`config.mk`:
```
export PLATFORM = sky130hd
export DESIGN_NAME = layer_output_serializer
export DESIGN_NICKNAME = d
export VERILOG_FILES = /design/src/rtl/layer_output_serializer.sv
export SDC_FILE = /design/constraint.sdc
export NUM_CORES = 1
export LEC_CHECK = 0
export ABC_CLOCK_PERIOD_IN_PS = 8300
export BUFFER_PORTS_ARGS = -buffer_cell sky130_fd_sc_hd__buf_2
export CORE_MARGIN = 3
export CORE_UTILIZATION = 50
export DETAILED_ROUTE_END_ITERATION = 7
export PLACE_DENSITY = 0.72
export SETUP_SLACK_MARGIN = 0.3
export SLEW_MARGIN = 20
export SYNTH_ARGS = -nofsm -noshare
export SYNTH_HDL_FRONTEND = slang
export SYNTH_SLANG_ARGS = --single-unit
```
`constraint.sdc`:
```
create_clock -name i_clk -period 8.3 [get_ports i_clk]
set_input_delay 2.075 -clock i_clk [delete_from_list [all_inputs] [get_ports i_clk]]
set_output_delay 2.075 -clock i_clk [all_outputs]
set_load 0.005 [all_outputs]
```
`src/rtl/layer_output_serializer.sv`:
```
// Collects one output word per neuron, then streams the completed frame in ascending neuron order
// under an all-bits-ready handshake. Define LAYER_SERIALIZER_ARGMAX_EN to add per-frame argmax outputs.
module layer_output_serializer #(
  parameter int NUM_NEURON      = 10,
  parameter int DATA_WIDTH      = 16,
  parameter int NEXT_NUM_NEURON = 10,
  localparam int IDX_W          = (NUM_NEURON > 1) ? $clog2(NUM_NEURON) : 1
) (
  input  logic                             i_clk,
  input  logic                             i_reset,
  input  logic [NUM_NEURON*DATA_WIDTH-1:0] i_data,
  input  logic [NUM_NEURON-1:0]            i_data_valid,
  input  logic [NEXT_NUM_NEURON-1:0]       i_ready,
  output logic [DATA_WIDTH-1:0]            o_data,
  output logic                             o_data_valid,
  output logic                             o_busy,
  output logic                             o_frame_done,
  output logic                             o_overflow
`ifdef LAYER_SERIALIZER_ARGMAX_EN
  ,
  output logic [IDX_W-1:0]                 o_max_index,
  output logic                             o_max_valid
`endif
);

  typedef enum logic {IDLE, STREAM} state_t;

  state_t                  state_q;
  state_t                  state_d;
  logic [NUM_NEURON-1:0]   flag_p0;
  logic [DATA_WIDTH-1:0]   hold_p0  [NUM_NEURON];
  logic [DATA_WIDTH-1:0]   frame_p1 [NUM_NEURON];
  logic [IDX_W-1:0]        idx_p1;
  logic [IDX_W-1:0]        next_idx;
  logic                    load;
  logic                    xfer;
  logic                    last;

  assign next_idx     = idx_p1 + 1'b1;
  assign o_busy       = (state_q == STREAM);
  assign o_data_valid = (state_q == STREAM);

  always_comb begin
    state_d = state_q;
    load    = 1'b0;
    xfer    = 1'b0;
    last    = 1'b0;
    case (state_q)
      IDLE: begin
        if (&flag_p0) begin
          state_d = STREAM;
          load    = 1'b1;
        end
      end
      STREAM: begin
        if (&i_ready) begin
          xfer = 1'b1;
          if (idx_p1 == IDX_W'(NUM_NEURON - 1)) begin
            last    = 1'b1;
            state_d = IDLE;
          end
        end
      end
      default: state_d = IDLE;
    endcase
  end

  // Stage p0: per-neuron capture; a pulse on the load edge re-arms its flag for the next frame
  always_ff @(posedge i_clk or posedge i_reset) begin
    if (i_reset) begin
      flag_p0    <= '0;
      o_overflow <= 1'b0;
    end else begin
      if (|(i_data_valid & flag_p0)) o_overflow <= 1'b1;
      flag_p0 <= (load ? '0 : flag_p0) | i_data_valid;
    end
  end

  always_ff @(posedge i_clk) begin
    for (int k = 0; k < NUM_NEURON; k++) begin
      if (i_data_valid[k]) hold_p0[k] <= i_data[k*DATA_WIDTH +: DATA_WIDTH];
    end
    if (load) frame_p1 <= hold_p0;
  end

  // Stage p1: frame buffer streamed out through a registered output word
  always_ff @(posedge i_clk or posedge i_reset) begin
    if (i_reset) begin
      state_q      <= IDLE;
      idx_p1       <= '0;
      o_data       <= '0;
      o_frame_done <= 1'b0;
    end else begin
      state_q      <= state_d;
      o_frame_done <= last;
      if (load) begin
        idx_p1 <= '0;
        o_data <= hold_p0[0];
      end else if (xfer && !last) begin
        idx_p1 <= next_idx;
        o_data <= frame_p1[next_idx];
      end
    end
  end

`ifdef LAYER_SERIALIZER_ARGMAX_EN
  logic signed [DATA_WIDTH-1:0] word_s;
  logic signed [DATA_WIDTH-1:0] run_max_p1;
  logic [IDX_W-1:0]             run_idx_p1;
  logic                         take;

  // Strict greater-than keeps the lowest index on ties
  assign word_s = o_data;
  assign take   = (idx_p1 == '0) || (word_s > run_max_p1);

  always_ff @(posedge i_clk) begin
    if (xfer && take) begin
      run_max_p1 <= word_s;
      run_idx_p1 <= idx_p1;
    end
  end

  always_ff @(posedge i_clk or posedge i_reset) begin
    if (i_reset) begin
      o_max_index <= '0;
      o_max_valid <= 1'b0;
    end else begin
      o_max_valid <= last;
      if (last) o_max_index <= take ? idx_p1 : run_idx_p1;
    end
  end
`endif

endmodule

```
==> summary.txt <==
Die
  – Initial Util: 51.2%
  – Count of boundary I/O pins: 202
  – Die Y: 164 um
  – Core ar.: 0.0245 sq mm
  – Die Area: 0.0270 sq mm
  – Number of placement rows: 57
  – Die span in x: 164 um

Cells and area
  – Share of final-layout standard cells stronger than drive strength 1: 32.7%
  – Number of fill cells in the layout: 1794
  – Combined area of the multi-input logic cells: 0.00199 sq mm
  – Area of all sequential standard cells: 0.0104 sq mm
  – Synth-to-Final Area Change: 19.0%
  – Nets@finish: 1011
  – Non-filler cells in the finished layout: 1176
  – Post-route cell area: 0.0149 sq mm

STA
  – Summed negative setup slack over all endpoints: 0 ps
  – Fmax achieved: 0.267 GHz
  – Final Slew Violations: 0
  – Number of hold-slack violations in the final timing report: 0
  – Share of the clock period used by the worst path after layout: 45.1%
  – Min Tclk post-route: 3740 ps
  – Maximum clock skew at final layout: 17.8 ps
  – Worst-margin pin slew: 988 ps
  – Final worst setup slack: 4560 ps
  – Slew margin rel.: 34.1%
  – Setup violators final: 0
  – Unrepaired setup endpoints after global routing: false

Detailed routing
  – First-pass DRT Iterations: 5
  – Final WL: 25.6 mm
  – Detailed-route wire length per cell: 21.7 um
  – Vias/cell: 5.32
  – Count of routing violations after the opening detailed-route iteration: 514
  – Detailed-route via count: 6254
  – Remaining antenna violation count: 0
  – Remaining design rule violation count: 0

Global routing
  – Met3 track demand over resource in global routing: 4.11%
  – Largest net degree at the start of global routing: 110
  – Via count of the first global-routing pass: 6297
  – Busiest layer in global routing: met2
  – GRT met1 Usage: 26.5%
  – Antenna violations before repair: 1
  – Met2 track utilization from global routing: 30.5%
  – Wire length of the first global-routing pass: 36.9 mm
  – Combined global-route utilization of all metal layers: 18.8%
  – Gr ovfl total: 0

Placed design
  – Total cell area at the placement stage: 0.0139 sq mm
  – Total half-perimeter wirelength after legalization and detailed placement: 16.6 mm
  – Number of buffer cells added on primary ports: 201
  – Post-Place Setup Slack: 4600 ps
  – Final weighted congestion of routability-driven global placement: 0.818
  – Number of cells in the design after placement: 1114

Critical path
  – Start-to-end type of the worst setup path: flop to flop
  – Kind of end point of the critical path: flop
  – Master of the slowest instance on the critical path: buf_4
  – Worst reg2reg path depth: 7
  – Setup slack of the most critical reg-to-reg path: 4560 ps
  – Maximum fanout count along the critical path: 109
  – Arrival time of data at the critical path endpoint: 4100 ps
  – Maximum cell stage delay along the critical path: 920 ps
  – Worst endpoint required time: 8660 ps
  – Cell-by-cell trace of the critical path: nand4b_1 -> or3_1 -> inv_6 -> buf_4 -> nor3_1 -> a221oi_1 -> a21oi_1
  – Crit path launch type: flop

CTS
  – Number of buffers inserted to repair setup after CTS: 0
  – Clock slew at reported path FFs: 60 ps
  – Clock Sink Count: 353
  – Post-cts hold buffer count: 0
  – Clock Tree Root: clkbuf_16
  – TritonCTS clock tree: yes
  – Latest clock arrival within the worst-skew pair: 510 ps
  – Post-cts gate resize count: 0
  – Clock tree buffer depth: 3
  – Depth of the CTS H-tree: 2
  – Number of buffers inserted during clock tree synthesis: 35

Pwr
  – Total power: 4510 uW
  – Maximum VDD drop: 0.000214 V
  – Static leakage: 0.00579 uW
  – Power density over the cells: 302 mW/mm^2

Min path
  – Worst hold path type: flop to flop
  – Depth of the worst hold-timing path: 0

Logic synthesis
  – Average size of a mapped cell: 20.7 sq um
  – Synth Net Count: 790
  – Ys async rst share: 9.35%
  – Share of synthesized area occupied by flip-flops and latches: 83.1%
  – Synthesized flop and latch total: 353
  – Post-synth design cell area: 0.0126 sq mm
  – Unique cell type count in the Yosys netlist: 44
  – Number of enable flip-flop cells after synthesis: 320
  – Synthesis warning total: 0
  – Synthesized netlist cell count: 606
  – Leading register cell type out of synthesis: edfxtp_1

Run status
  – Result of the run: complete, no violations

Flow run
  – Count of max-cap constraint violations: 0
==> cells in the final DEF, fill, tap and decap left out, drive strengths merged, types with 13 or more instances in the layout <==
cell type and count:
edfxtp 320, buf 206, mux2i 68, clkbuf 43, dfrtp 33, a21oi 22
nor2 18, clkinv 18, a221oi 14, nor3 13
==> stage by stage <==
stage          hold slack [ps]  util, %
2_1_floorplan              400        -
3_3_place_gp               401     56.6
3_5_place_dp               405     56.6
4_1_cts                    415     60.8
5_1_grt                    418     60.9
6_report                   410     60.9
==> Yosys cell counts (all sizes together) (3+ instances only) <==
cell,n,area share (%)
a22oi,4,0.24
a21oi,22,0.88
buf,20,1.1
nor2,18,0.54
mux2i,68,5.4
o21a,4,0.24
dfrtp,33,6.6
mux4,12,2.3
nand3,7,0.28
mux2,12,1.1
and2,3,0.15
edfxtp,320,77
inv,3,0.090
nand2,9,0.33
a21o,11,0.66
nand4,3,0.15
a221oi,14,0.98
nor3,13,0.52
o22ai,4,0.20
==> cell type report <==
class                   count  share of cell area, %
flip-flops and latches    353                   69.9
multi-input cells         227                   13.3
repair buffers            206                   7.01
clock buffers              43                   6.42
well taps                 324                   2.71
clock inverters            18                  0.528
inverters                   4                  0.134
diodes                      1                 0.0168
==> where the power goes <==
group / switching [uW] / internal [uW] / total, uW
Combinational: 395 / 233 / 628
Clock: 612 / 816 / 1430
Sequential: 107 / 2340 / 2450
Total: 1110 / 3390 / 4510
==> state kept, by name, summed over array words and instances, names as in the netlist <==
| register | flops |
|---|---|
| o_frame_done | 1 |
| o_data | 16 |
| flag_p0 | 10 |
| hold_p0 | 160 |
| idx_p1 | 4 |
| o_overflow | 1 |
| frame_p1 | 160 |
| o_busy | 1 |
==> worst paths after layout <==
path | start | endpoint
setup reg to reg | o_busy | o_data[6]
setup / recovery | o_busy | o_data[6]
hold / removal | hold_p0[36] | frame_p1[36]
hold reg to reg | hold_p0[36] | frame_p1[36]
max in group asynchronous | i_reset | o_data[12]
min in group asynchronous | i_reset | o_frame_done
==> critical path, delay by kind of cell, from the launching register on <==
family | cells | cell delay [ps]
and+or+nand+nor | 3 | 970
buffers and inverters | 2 | 1640
DFF | 1 | 440
AOI/OAI and AO/OA | 2 | 360
==> layer usage <==
layer / routed length (um) / share of wire (%)
met5: 18 / 0.070
met4: 457 / 1.8
met1: 10700 / 42
met2: 12500 / 49
met3: 1910 / 7.5
==> cell families after synthesis <==
group / synth area share [%]
adder cells (fa/ha/maj): 0.199
AND/OR/NAND/NOR: 2.66
buffers and inverters: 1.31
XOR/XNOR: 0.279
AO/OA/AOI/OAI: 3.64
flip-flops: 83.1
multiplexers: 8.80
Note: power is estimated with default switching activity, not from simulation.
